<file path="src/rtl/pipe_ctrl_if.sv">
// Pipeline-controller bus: hazard/busy inputs, MEM-stage view, creg access and
// the stall/flush/redirect outputs. The pipeline side is master; pipe_ctrl is slave.
interface pipe_ctrl_if #(
  parameter int unsigned WORD_ADDR_W = 30
);
  logic                   if_busy;
  logic                   mem_busy;
  logic                   ld_hazard;
  logic                   irq;
  logic [WORD_ADDR_W-1:0] mem_pc;
  logic                   mem_en;
  logic [1:0]             mem_ctrl_op;
  logic [2:0]             mem_exp_code;
  logic [2:0]             creg_wr_addr;
  logic [31:0]            creg_wr_data;
  logic [2:0]             creg_rd_addr;
  logic [31:0]            creg_rd_data;
  logic                   if_stall, id_stall, ex_stall, mem_stall;
  logic                   if_flush, id_flush, ex_flush, mem_flush;
  logic                   pc_load;
  logic [WORD_ADDR_W-1:0] new_pc;
  logic                   int_en;

  modport master (
    output if_busy, mem_busy, ld_hazard, irq, mem_pc, mem_en, mem_ctrl_op,
           mem_exp_code, creg_wr_addr, creg_wr_data, creg_rd_addr,
    input  creg_rd_data, if_stall, id_stall, ex_stall, mem_stall,
           if_flush, id_flush, ex_flush, mem_flush, pc_load, new_pc, int_en
  );

  modport slave (
    input  if_busy, mem_busy, ld_hazard, irq, mem_pc, mem_en, mem_ctrl_op,
           mem_exp_code, creg_wr_addr, creg_wr_data, creg_rd_addr,
    output creg_rd_data, if_stall, id_stall, ex_stall, mem_stall,
           if_flush, id_flush, ex_flush, mem_flush, pc_load, new_pc, int_en
  );
endinterface

</file>
<file path="src/rtl/pipe_ctrl.sv">
// Pipeline controller: prioritised stall/flush/redirect decode, exception
// handling (EPC/cause/interrupt enable), handler-mode FSM and control registers.
module pipe_ctrl #(
  parameter int unsigned            WORD_ADDR_W = 30,
  parameter logic [WORD_ADDR_W-1:0] EXP_VECTOR  = WORD_ADDR_W'(4)
) (
  input  logic       clk,
  input  logic       reset,
  pipe_ctrl_if.slave bus
);
  typedef enum logic {NORMAL, HANDLER} mode_e;

  mode_e                  mode_q;
  logic                   int_en_q, pre_int_en_q;
  logic [WORD_ADDR_W-1:0] epc_q;
  logic [2:0]             cause_q;
  logic [31:0]            cycle_cnt_q, stall_cnt_q;

  logic ev_busy, ev_exc, ev_exrt, ev_wrcr, ev_haz;

  // Each event is masked by every higher-priority one so at most one is live.
  always_comb begin
    ev_busy = bus.if_busy | bus.mem_busy;
    ev_exc  = !ev_busy && bus.mem_en &&
              ((bus.mem_exp_code != 3'd0) || (bus.irq && int_en_q));
    ev_exrt = !ev_busy && !ev_exc && bus.mem_en && (bus.mem_ctrl_op == 2'd2);
    ev_wrcr = !ev_busy && !ev_exc && !ev_exrt && bus.mem_en &&
              (bus.mem_ctrl_op == 2'd1);
    ev_haz  = !ev_busy && !ev_exc && !ev_exrt && !ev_wrcr && bus.ld_hazard;
  end

  always_comb begin
    bus.if_stall  = 1'b0;
    bus.id_stall  = 1'b0;
    bus.ex_stall  = 1'b0;
    bus.mem_stall = 1'b0;
    bus.if_flush  = 1'b0;
    bus.id_flush  = 1'b0;
    bus.ex_flush  = 1'b0;
    bus.mem_flush = 1'b0;
    bus.pc_load   = 1'b0;
    bus.new_pc    = '0;
    if (!reset) begin
      if (ev_busy) begin
        bus.if_stall  = 1'b1;
        bus.id_stall  = 1'b1;
        bus.ex_stall  = 1'b1;
        bus.mem_stall = 1'b1;
      end else if (ev_exc || ev_exrt) begin
        bus.if_flush  = 1'b1;
        bus.id_flush  = 1'b1;
        bus.ex_flush  = 1'b1;
        bus.mem_flush = 1'b1;
        bus.pc_load   = 1'b1;
        bus.new_pc    = ev_exc ? EXP_VECTOR : epc_q;
      end else if (ev_haz) begin
        bus.if_stall = 1'b1;
        bus.id_flush = 1'b1;
      end
    end
  end

  always_ff @(posedge clk) begin
    if (reset) begin
      mode_q       <= NORMAL;
      int_en_q     <= 1'b0;
      pre_int_en_q <= 1'b0;
      epc_q        <= '0;
      cause_q      <= '0;
      cycle_cnt_q  <= '0;
      stall_cnt_q  <= '0;
    end else begin
      cycle_cnt_q <= cycle_cnt_q + 32'd1;
      if (ev_busy || ev_haz)
        stall_cnt_q <= stall_cnt_q + 32'd1;
      if (ev_exc) begin
        mode_q       <= HANDLER;
        epc_q        <= bus.mem_pc;
        cause_q      <= (bus.mem_exp_code != 3'd0) ? bus.mem_exp_code : 3'd7;
        pre_int_en_q <= int_en_q;
        int_en_q     <= 1'b0;
      end else if (ev_exrt) begin
        mode_q   <= NORMAL;
        int_en_q <= pre_int_en_q;
      end else if (ev_wrcr) begin
        // Later assignment overrides the counter increment above.
        case (bus.creg_wr_addr)
          3'd0:    int_en_q     <= bus.creg_wr_data[0];
          3'd1:    pre_int_en_q <= bus.creg_wr_data[0];
          3'd2:    epc_q        <= bus.creg_wr_data[WORD_ADDR_W+1:2];
          3'd3:    cause_q      <= bus.creg_wr_data[2:0];
          3'd4:    cycle_cnt_q  <= bus.creg_wr_data;
          3'd5:    stall_cnt_q  <= bus.creg_wr_data;
          default: ;
        endcase
      end
    end
  end

  always_comb begin
    bus.creg_rd_data = '0;
    case (bus.creg_rd_addr)
      3'd0:    bus.creg_rd_data = {30'b0, mode_q == HANDLER, int_en_q};
      3'd1:    bus.creg_rd_data = {31'b0, pre_int_en_q};
      3'd2:    bus.creg_rd_data = 32'({epc_q, 2'b00});
      3'd3:    bus.creg_rd_data = {29'b0, cause_q};
      3'd4:    bus.creg_rd_data = cycle_cnt_q;
      3'd5:    bus.creg_rd_data = stall_cnt_q;
      default: bus.creg_rd_data = '0;
    endcase
  end

  assign bus.int_en = int_en_q;
endmodule
</file>
<file path="src/flat_wrapper.sv">
// flat-port wrapper written by rule: the top's interface ports become plain ports
module pipe_ctrl_flat 
#(
  parameter int unsigned            WORD_ADDR_W = 30,
  parameter logic [WORD_ADDR_W-1:0] EXP_VECTOR  = WORD_ADDR_W'(4)
)
  (clk, reset, bus_if_busy, bus_mem_busy, bus_ld_hazard, bus_irq, bus_mem_pc, bus_mem_en, bus_mem_ctrl_op, bus_mem_exp_code, bus_creg_wr_addr, bus_creg_wr_data, bus_creg_rd_addr, bus_creg_rd_data, bus_if_stall, bus_id_stall, bus_ex_stall, bus_mem_stall, bus_if_flush, bus_id_flush, bus_ex_flush, bus_mem_flush, bus_pc_load, bus_new_pc, bus_int_en);
  pipe_ctrl_if #(.WORD_ADDR_W(WORD_ADDR_W)) bus_i ();
  input  logic clk;
  input  logic reset;
  input wire logic [$bits(bus_i.if_busy)-1:0] bus_if_busy;
  input wire logic [$bits(bus_i.mem_busy)-1:0] bus_mem_busy;
  input wire logic [$bits(bus_i.ld_hazard)-1:0] bus_ld_hazard;
  input wire logic [$bits(bus_i.irq)-1:0] bus_irq;
  input wire logic [$bits(bus_i.mem_pc)-1:0] bus_mem_pc;
  input wire logic [$bits(bus_i.mem_en)-1:0] bus_mem_en;
  input wire logic [$bits(bus_i.mem_ctrl_op)-1:0] bus_mem_ctrl_op;
  input wire logic [$bits(bus_i.mem_exp_code)-1:0] bus_mem_exp_code;
  input wire logic [$bits(bus_i.creg_wr_addr)-1:0] bus_creg_wr_addr;
  input wire logic [$bits(bus_i.creg_wr_data)-1:0] bus_creg_wr_data;
  input wire logic [$bits(bus_i.creg_rd_addr)-1:0] bus_creg_rd_addr;
  output wire logic [$bits(bus_i.creg_rd_data)-1:0] bus_creg_rd_data;
  output wire logic [$bits(bus_i.if_stall)-1:0] bus_if_stall;
  output wire logic [$bits(bus_i.id_stall)-1:0] bus_id_stall;
  output wire logic [$bits(bus_i.ex_stall)-1:0] bus_ex_stall;
  output wire logic [$bits(bus_i.mem_stall)-1:0] bus_mem_stall;
  output wire logic [$bits(bus_i.if_flush)-1:0] bus_if_flush;
  output wire logic [$bits(bus_i.id_flush)-1:0] bus_id_flush;
  output wire logic [$bits(bus_i.ex_flush)-1:0] bus_ex_flush;
  output wire logic [$bits(bus_i.mem_flush)-1:0] bus_mem_flush;
  output wire logic [$bits(bus_i.pc_load)-1:0] bus_pc_load;
  output wire logic [$bits(bus_i.new_pc)-1:0] bus_new_pc;
  output wire logic [$bits(bus_i.int_en)-1:0] bus_int_en;
  assign bus_i.if_busy = bus_if_busy;
  assign bus_i.mem_busy = bus_mem_busy;
  assign bus_i.ld_hazard = bus_ld_hazard;
  assign bus_i.irq = bus_irq;
  assign bus_i.mem_pc = bus_mem_pc;
  assign bus_i.mem_en = bus_mem_en;
  assign bus_i.mem_ctrl_op = bus_mem_ctrl_op;
  assign bus_i.mem_exp_code = bus_mem_exp_code;
  assign bus_i.creg_wr_addr = bus_creg_wr_addr;
  assign bus_i.creg_wr_data = bus_creg_wr_data;
  assign bus_i.creg_rd_addr = bus_creg_rd_addr;
  assign bus_creg_rd_data = bus_i.creg_rd_data;
  assign bus_if_stall = bus_i.if_stall;
  assign bus_id_stall = bus_i.id_stall;
  assign bus_ex_stall = bus_i.ex_stall;
  assign bus_mem_stall = bus_i.mem_stall;
  assign bus_if_flush = bus_i.if_flush;
  assign bus_id_flush = bus_i.id_flush;
  assign bus_ex_flush = bus_i.ex_flush;
  assign bus_mem_flush = bus_i.mem_flush;
  assign bus_pc_load = bus_i.pc_load;
  assign bus_new_pc = bus_i.new_pc;
  assign bus_int_en = bus_i.int_en;
  pipe_ctrl #(.WORD_ADDR_W(WORD_ADDR_W), .EXP_VECTOR(EXP_VECTOR)) u_core (.clk(clk), .reset(reset), .bus(bus_i));
endmodule
</file>
<file path="config.mk">
export PLATFORM = sky130hd
export DESIGN_NAME = pipe_ctrl_flat
export DESIGN_NICKNAME = d
export VERILOG_FILES = /design/src/rtl/pipe_ctrl_if.sv /design/src/rtl/pipe_ctrl.sv /design/src/flat_wrapper.sv
export SDC_FILE = /design/constraint.sdc
export NUM_CORES = 1
export LEC_CHECK = 0
export CORE_MARGIN = 4
export CORE_UTILIZATION = 46
export CTS_BUF_LIST = sky130_fd_sc_hd__clkbuf_16
export DETAILED_ROUTE_END_ITERATION = 8
export PLACE_DENSITY = 0.78
export SLEW_MARGIN = 20
export SYNTH_ARGS = -nofsm -noshare
export SYNTH_HDL_FRONTEND = slang
export SYNTH_SLANG_ARGS = --single-unit
</file>
<file path="constraint.sdc">
create_clock -name clk -period 2.1 [get_ports clk]
set_input_delay 0.42 -clock clk [delete_from_list [all_inputs] [get_ports clk]]
set_output_delay 0.42 -clock clk [all_outputs]
set_load 0.01 [all_outputs]
</file>
**Word level (Yosys, flattened, before mapping)**

Index checks and enable logic that the tools add are counted.
W data, S select, Z words.

- Input port bits: 80
- Word-level logic and storage cells: 100
- Flip-flop bits (word level): 100
- Output and inout port bits: 72

- Bitwise logic cells: 1
- Reductions and logical operators: 33
- Equality and inequality tests: 13
- Add/subtract/negate cells: 2
- Mux-type cells: 44

Operator list:

| operator | count |
|---|---|
| $mux W32 | 9 |
| $mux W30 | 8 |
| $pmux W32 S6 | 1 |
| $add A32 B1 Y32 const B | 2 |
| $mux W1 | 21 |
| $mux W3 | 5 |
| $reduce_bool A2 Y1 | 7 |
| $eq A3 B2 Y1 const B | 4 |
| $eq A3 B3 Y1 const B | 4 |
| $logic_and A1 B1 Y1 | 11 |
| $reduce_and A3 Y1 | 3 |
| $eq A3 B1 Y1 const B | 2 |
| $logic_not A3 Y1 | 2 |
| $logic_not A1 Y1 | 4 |
| $logic_or A1 B1 Y1 | 3 |
| $reduce_bool A3 Y1 | 1 |
| $eq A2 B1 Y1 const B | 1 |
| $eq A2 B2 Y1 const B | 1 |
| $ne A2 B1 Y1 const B | 1 |
| $reduce_and A2 Y1 | 1 |
| $reduce_or A2 Y1 | 1 |
| $or A1 B1 Y1 | 1 |

**Depth between registers and ports, before layout**

- Depth in word-level cells: 21
- Mapped depth: 7
- Depth with buffers taken out: 6

**Worst setup path after synthesis**

OpenSTA, ideal clock, no wires.

- Path kind: input -> register
- From: in bus_irq
- To: reg u_core.stall_cnt_q[12]
- Setup time: 0.086 ns
- Buffers on the path: 0
- Arrival time: 2.041 ns
- Path slack: -0.027 ns
- Cell stages on the path: 5
- Required time: 2.014 ns
- Path through: a2111oi_4 > a311oi_4 > or4_1 > xnor2_1 > a211oi_1

- Longest elaborated chain between the ends: 20

RTL lines:

| element | line | source |
|---|---|---|
| start: declaration | flat_wrapper.sv:14 | `input wire logic [$bits(bus_i.irq)-1:0] bus_irq;` |
| $logic_and A1 B1 Y1 * | pipe_ctrl.sv:25 | `((bus.mem_exp_code != 3'd0) \|\| (bus.irq && int_en_q));` |
| $logic_or A1 B1 Y1 * | pipe_ctrl.sv:25 |  |
| $logic_and A1 B1 Y1 * | pipe_ctrl.sv:24 | `ev_exc = !ev_busy && bus.mem_en &&` |
| $logic_not A1 Y1 | pipe_ctrl.sv:26, pipe_ctrl.sv:27, pipe_ctrl.sv:29 |  |
| $logic_and A1 B1 Y1 | pipe_ctrl.sv:26, pipe_ctrl.sv:27, pipe_ctrl.sv:29 |  |
| $logic_and A1 B1 Y1 (2 in series) | pipe_ctrl.sv:26 | `ev_exrt = !ev_busy && !ev_exc && bus.mem_en && (bus.mem_ctrl_op == 2'd2);` |
| $logic_not A1 Y1 | pipe_ctrl.sv:27, pipe_ctrl.sv:29 |  |
| $logic_and A1 B1 Y1 | pipe_ctrl.sv:27, pipe_ctrl.sv:29 |  |
| $logic_and A1 B1 Y1 (2 in series) | pipe_ctrl.sv:27 | `ev_wrcr = !ev_busy && !ev_exc && !ev_exrt && bus.mem_en &&` |
| $logic_not A1 Y1 | pipe_ctrl.sv:29 | `ev_haz = !ev_busy && !ev_exc && !ev_exrt && !ev_wrcr && bus.ld_hazard;` |
| $logic_and A1 B1 Y1 (2 in series) | pipe_ctrl.sv:29 |  |
| $logic_or A1 B1 Y1 | pipe_ctrl.sv:74 | `if (ev_busy \|\| ev_haz)` |
| $mux W32 | pipe_ctrl.sv:74 |  |
| $mux W32 | pipe_ctrl.sv:87 | `case (bus.creg_wr_addr)` |
| $mux W32 | pipe_ctrl.sv:85 | `end else if (ev_wrcr) begin` |
| $mux W32 | pipe_ctrl.sv:82 | `end else if (ev_exrt) begin` |
| $mux W32 * | pipe_ctrl.sv:76 | `if (ev_exc) begin` |
| end signal: assignment | pipe_ctrl.sv:75 | `stall_cnt_q <= stall_cnt_q + 32'd1;` |
| end signal: assignment | pipe_ctrl.sv:93 | `3'd5: stall_cnt_q <= bus.creg_wr_data;` |
| end: declaration | pipe_ctrl.sv:17 | `logic [31:0] cycle_cnt_q, stall_cnt_q;` |

Mark *: on every way between the ends. The rest lies on a longest branch, timed or not.
A chain may end at the register's enable or synchronous reset.

**Worst setup path in the final report**

- From: reg u_core.int_en_q (netlist: u_core.bus.int_en)
- To: out bus_new_pc[9]

- Longest elaborated chain between the ends: 11
- Elaborated cells on any way between the ends: 12
- Classes of those cells: mux: 4; reduce/logical: 8

RTL lines:

| element | line | source |
|---|---|---|
| start: declaration | pipe_ctrl.sv:14 | `logic int_en_q, pre_int_en_q;` |
| start signal: assignment | pipe_ctrl.sv:84 | `int_en_q <= pre_int_en_q;` |
| start signal: assignment | pipe_ctrl.sv:88 | `3'd0: int_en_q <= bus.creg_wr_data[0];` |
| $logic_and A1 B1 Y1 * | pipe_ctrl.sv:25 |  |
| $logic_or A1 B1 Y1 * | pipe_ctrl.sv:25 |  |
| $logic_and A1 B1 Y1 * | pipe_ctrl.sv:24 |  |
| $logic_not A1 Y1 | pipe_ctrl.sv:26 |  |
| $logic_and A1 B1 Y1 (3 in series) | pipe_ctrl.sv:26 |  |
| $logic_or A1 B1 Y1 | pipe_ctrl.sv:49 | `end else if (ev_exc \|\| ev_exrt) begin` |
| $mux W30 * | pipe_ctrl.sv:49 |  |
| $mux W30 * | pipe_ctrl.sv:44 | `if (ev_busy) begin` |
| $mux W30 * | pipe_ctrl.sv:43 | `if (!reset) begin` |
| end: declaration | flat_wrapper.sv:32 | `output wire logic [$bits(bus_i.new_pc)-1:0] bus_new_pc;` |

Marks and branches as above.

==> flow_metrics.env <==
export IMPL_outcome="complete, but fails checks"
export IMPL_violations="negative setup slack"
export IMPL_slew_violations=0
export IMPL_final_common_cell="dfxtp_1"
export IMPL_totalPowerFinal_uw=4620
export IMPL_clock_skew_ps=7.77
export IMPL_h_tree_depth=3
export IMPL_core_area_sq_um=13300
export IMPL_cap_viol_max_count=0
export IMPL_syn_area_sq_um=6320
export IMPL_drtIter0Drc=972
export IMPL_critPathMaxStageDelay_ps=440
export IMPL_netlist_instances=773
export IMPL_endpoint_kind="output pin"
export IMPL_yosysSeqAreaShare=0.317
export IMPL_grt_max_degree=62
export IMPL_critPathMostFrequentCell="buf_6"
export IMPL_rsz0062_at_grt="yes"
export IMPL_grtUsageTotal=0.289
export IMPL_rows=42
export IMPL_synth_ff_type="dfxtp_1"
export IMPL_start_kind="flip-flop"
export IMPL_cts_root_buf="clkbuf_16"
export IMPL_worstHoldPathType="flip-flop to flip-flop"
export IMPL_fin_ws_ps=-382
export IMPL_cts_sinks=100
export IMPL_syn_nets=855
export IMPL_setup_violations=87
export IMPL_antenna_found_initial=1
export IMPL_fmax_ghz=0.403
export IMPL_worst_pin_slew_ps=793
export IMPL_num_io_pins=152
export IMPL_crit_chain="a2111o_1 -> nor3_4 -> buf_6 -> buf_8 -> and2_4 -> buf_6"
export IMPL_clkLatencyLatePin_ps=360
export IMPL_grt_pass1_wl_mm=37.2
export IMPL_async_flop_share=0
export IMPL_leakagePower_uw=0.00409
export IMPL_grt_pass1_vias=7001
export IMPL_fillers=831
export IMPL_utilization=0.774
export IMPL_crit_slowest_cell="a2111o_1"
export IMPL_die_w_um=125
export IMPL_cts_clk_slew_worst_paths_ps=70
export IMPL_chipHeight_um=125
export IMPL_drive_gt1_frac=0.388
export IMPL_slew_headroom=0.471
export IMPL_synth_edf_count=0
export IMPL_fin_nets=1088
export IMPL_synth_seq_cells=100
export IMPL_timing_final_crit_period_ps=2480
export IMPL_portBuffers=151
export IMPL_hpwl_mm=14.3
export IMPL_area_delta_synth_final_pct=63.4
export IMPL_dpl_worst_slack_ps=-911
export IMPL_ant_nets=0
export IMPL_globalRouteOverflowTotal=0
export IMPL_place_gp_congestion=0.845
export IMPL_cts_hold_buf=0
export IMPL_via_per_inst=6.36
export IMPL_path_max_fanout=8
export IMPL_post_drt_wl_per_cell_um=23.3
export IMPL_syn_avg_cell_area_sq_um=8.18
export IMPL_worstPathRequired_ps=1680
export IMPL_critPathKind="flip-flop to output pin"
export IMPL_ys_warn_count=0
export IMPL_cp_arrival_ps=2060
export IMPL_die_area_sq_um=15700
export IMPL_finalHoldViolCount=0
export IMPL_mostFrequentLayoutCells="dfxtp_1, buf_4, nor2_1, clkdlybuf4s50_1, buf_6"
export IMPL_first_pass_iters=6
export IMPL_cts_buffers=9
export IMPL_num_vias=7547
export IMPL_cts_tree="built"
export IMPL_power_density_nw_per_um2=447
export IMPL_start_util=0.474
export IMPL_synth_cell_types=58
export IMPL_cts_path_max_buffers=2
export IMPL_routed_wl_mm=27.6
export IMPL_finalCritPeriodShare=1.18
export IMPL_vdd_ir_drop_worst_mv=0.389
export IMPL_drcViolationCount=0
==> worst max-delay path: cells and delay by family (launching register included) <==
| family | cells | cell delay (ps) |
|---|---|---|
| AND/OR/NAND/NOR | 2 | 490 |
| AO/OA/AOI/OAI | 1 | 440 |
| flip-flops | 1 | 330 |
| buffers and inverters | 3 | 430 |
==> metrics by stage <==
| step | cells | TNS (ps) | hold WS (ps) | instance area, sq um |
|---|---|---|---|---|
| final | 1187 | -16950 | 506 | 10300 |
| after CTS | 1168 | -12540 | 512 | 9440 |
| after global placement | 1117 | -80740 | 479 | 8500 |
| after detailed placement | 1117 | -90350 | 493 | 8500 |
| after floorplan | 773 | 0 | 454 | 6320 |
| after global routing | 1187 | -22490 | 527 | 10300 |
==> layout make-up <==
| class | instances | area, sq um | share of cell area |
|---|---|---|---|
| Sequential cell | 100 | 2000 | 0.194 |
| Clock inverter | 6 | 82.6 | 0.00799 |
| Antenna cell | 1 | 2.50 | 0.000242 |
| Timing Repair Buffer | 288 | 2920 | 0.282 |
| Inverter | 6 | 22.5 | 0.00218 |
| Clock buffer | 9 | 225 | 0.0218 |
| Multi-Input combinational cell | 601 | 4860 | 0.470 |
| Tap cell | 176 | 220 | 0.0213 |
==> path summary, 6_finish.rpt <==
| path | start | end | slack [ps] | cells after the start |
|---|---|---|---|---|
| max | u_core.bus.int_en$_SDFFE_PP0P_ | bus_new_pc[9] | -380 | 6 |
| min | u_core.cause_q[2]$_SDFFE_PP0P_ | u_core.cause_q[2]$_SDFFE_PP0P_ | 510 | 2 |
| max reg2reg | u_core.bus.int_en$_SDFFE_PP0P_ | u_core.stall_cnt_q[12]$_SDFF_PP0_ | -280 | 8 |
| min reg2reg | u_core.cause_q[2]$_SDFFE_PP0P_ | u_core.cause_q[2]$_SDFFE_PP0P_ | 510 | 2 |
==> Yosys cell counts (3+ instances only) <==
cell type,n,share of area
nor2_1,105,0.062
dfxtp_1,100,0.32
a211oi_1,78,0.093
nand2_1,57,0.034
clkbuf_1,44,0.026
mux2i_1,41,0.065
and2_1,35,0.035
xor2_1,35,0.048
o21ai_0,34,0.027
a22oi_1,30,0.036
nand4_1,24,0.024
nand3_1,21,0.017
xnor2_1,16,0.022
nand2b_1,10,0.0099
and3_1,8,0.0079
buf_2,8,0.0063
nor3_1,8,0.0063
nor4_1,8,0.0079
a21oi_1,7,0.0055
and4_1,7,0.0097
buf_1,7,0.0042
buf_4,6,0.0071
inv_1,6,0.0036
mux2_2,6,0.011
nand3b_1,6,0.0071
nor2b_1,6,0.0059
a2111oi_0,5,0.0069
or3_1,4,0.0040
a311oi_1,3,0.0042
nand4b_1,3,0.0042
nor3_2,3,0.0047
nor4_2,3,0.0059
nor4_4,3,0.010
nor4b_2,3,0.0071
o211ai_1,3,0.0036
o21bai_1,3,0.0036
o22ai_1,3,0.0030
==> what timing repair did <==
item                                    4_1_cts  5_1_grt
cloned                                       10       12
setup buffers                                28       13
pin swaps                                    62       36
endpoints found under the setup margin      136      147
endpoints found under the hold margin         0        0
resized for setup                           424      184
==> where the power goes <==
group | total (uW) | switching [uW] | internal (uW)
Sequential | 2030 | 70.2 | 1960
Clock | 1810 | 775 | 1030
Combinational | 789 | 396 | 393
Total | 4620 | 1240 | 3380
==> cell families after synthesis <==
group	synth area share
xor gates and xnor gates	0.0706
DFF	0.317
AOI/OAI and AO/OA	0.201
adders and majority gates	0.00396
buffers and inverters	0.0516
and+or+nand+nor	0.277
muxes	0.0791
==> metal layers <==
| metal | track usage | up-vias | share of wire |
|---|---|---|---|
| met5 | 0 | - | 0 |
| met4 | 0.115 | 0 | 0.047 |
| met3 | 0.0588 | 123 | 0.094 |
| met2 | 0.483 | 547 | 0.48 |
| met1 | 0.366 | 3586 | 0.38 |
| li1 | - | 3291 | - |
==> registers in the layout, summed over array words and instances (netlist names) <==
signal               flops
u_core.bus.int_en        1
u_core.cause_q           3
u_core.epc_q            30
u_core.pre_int_en_q      1
u_core.cycle_cnt_q      32
u_core.mode_q            1
u_core.stall_cnt_q      32
Note: power is estimated with default switching activity, not from simulation.
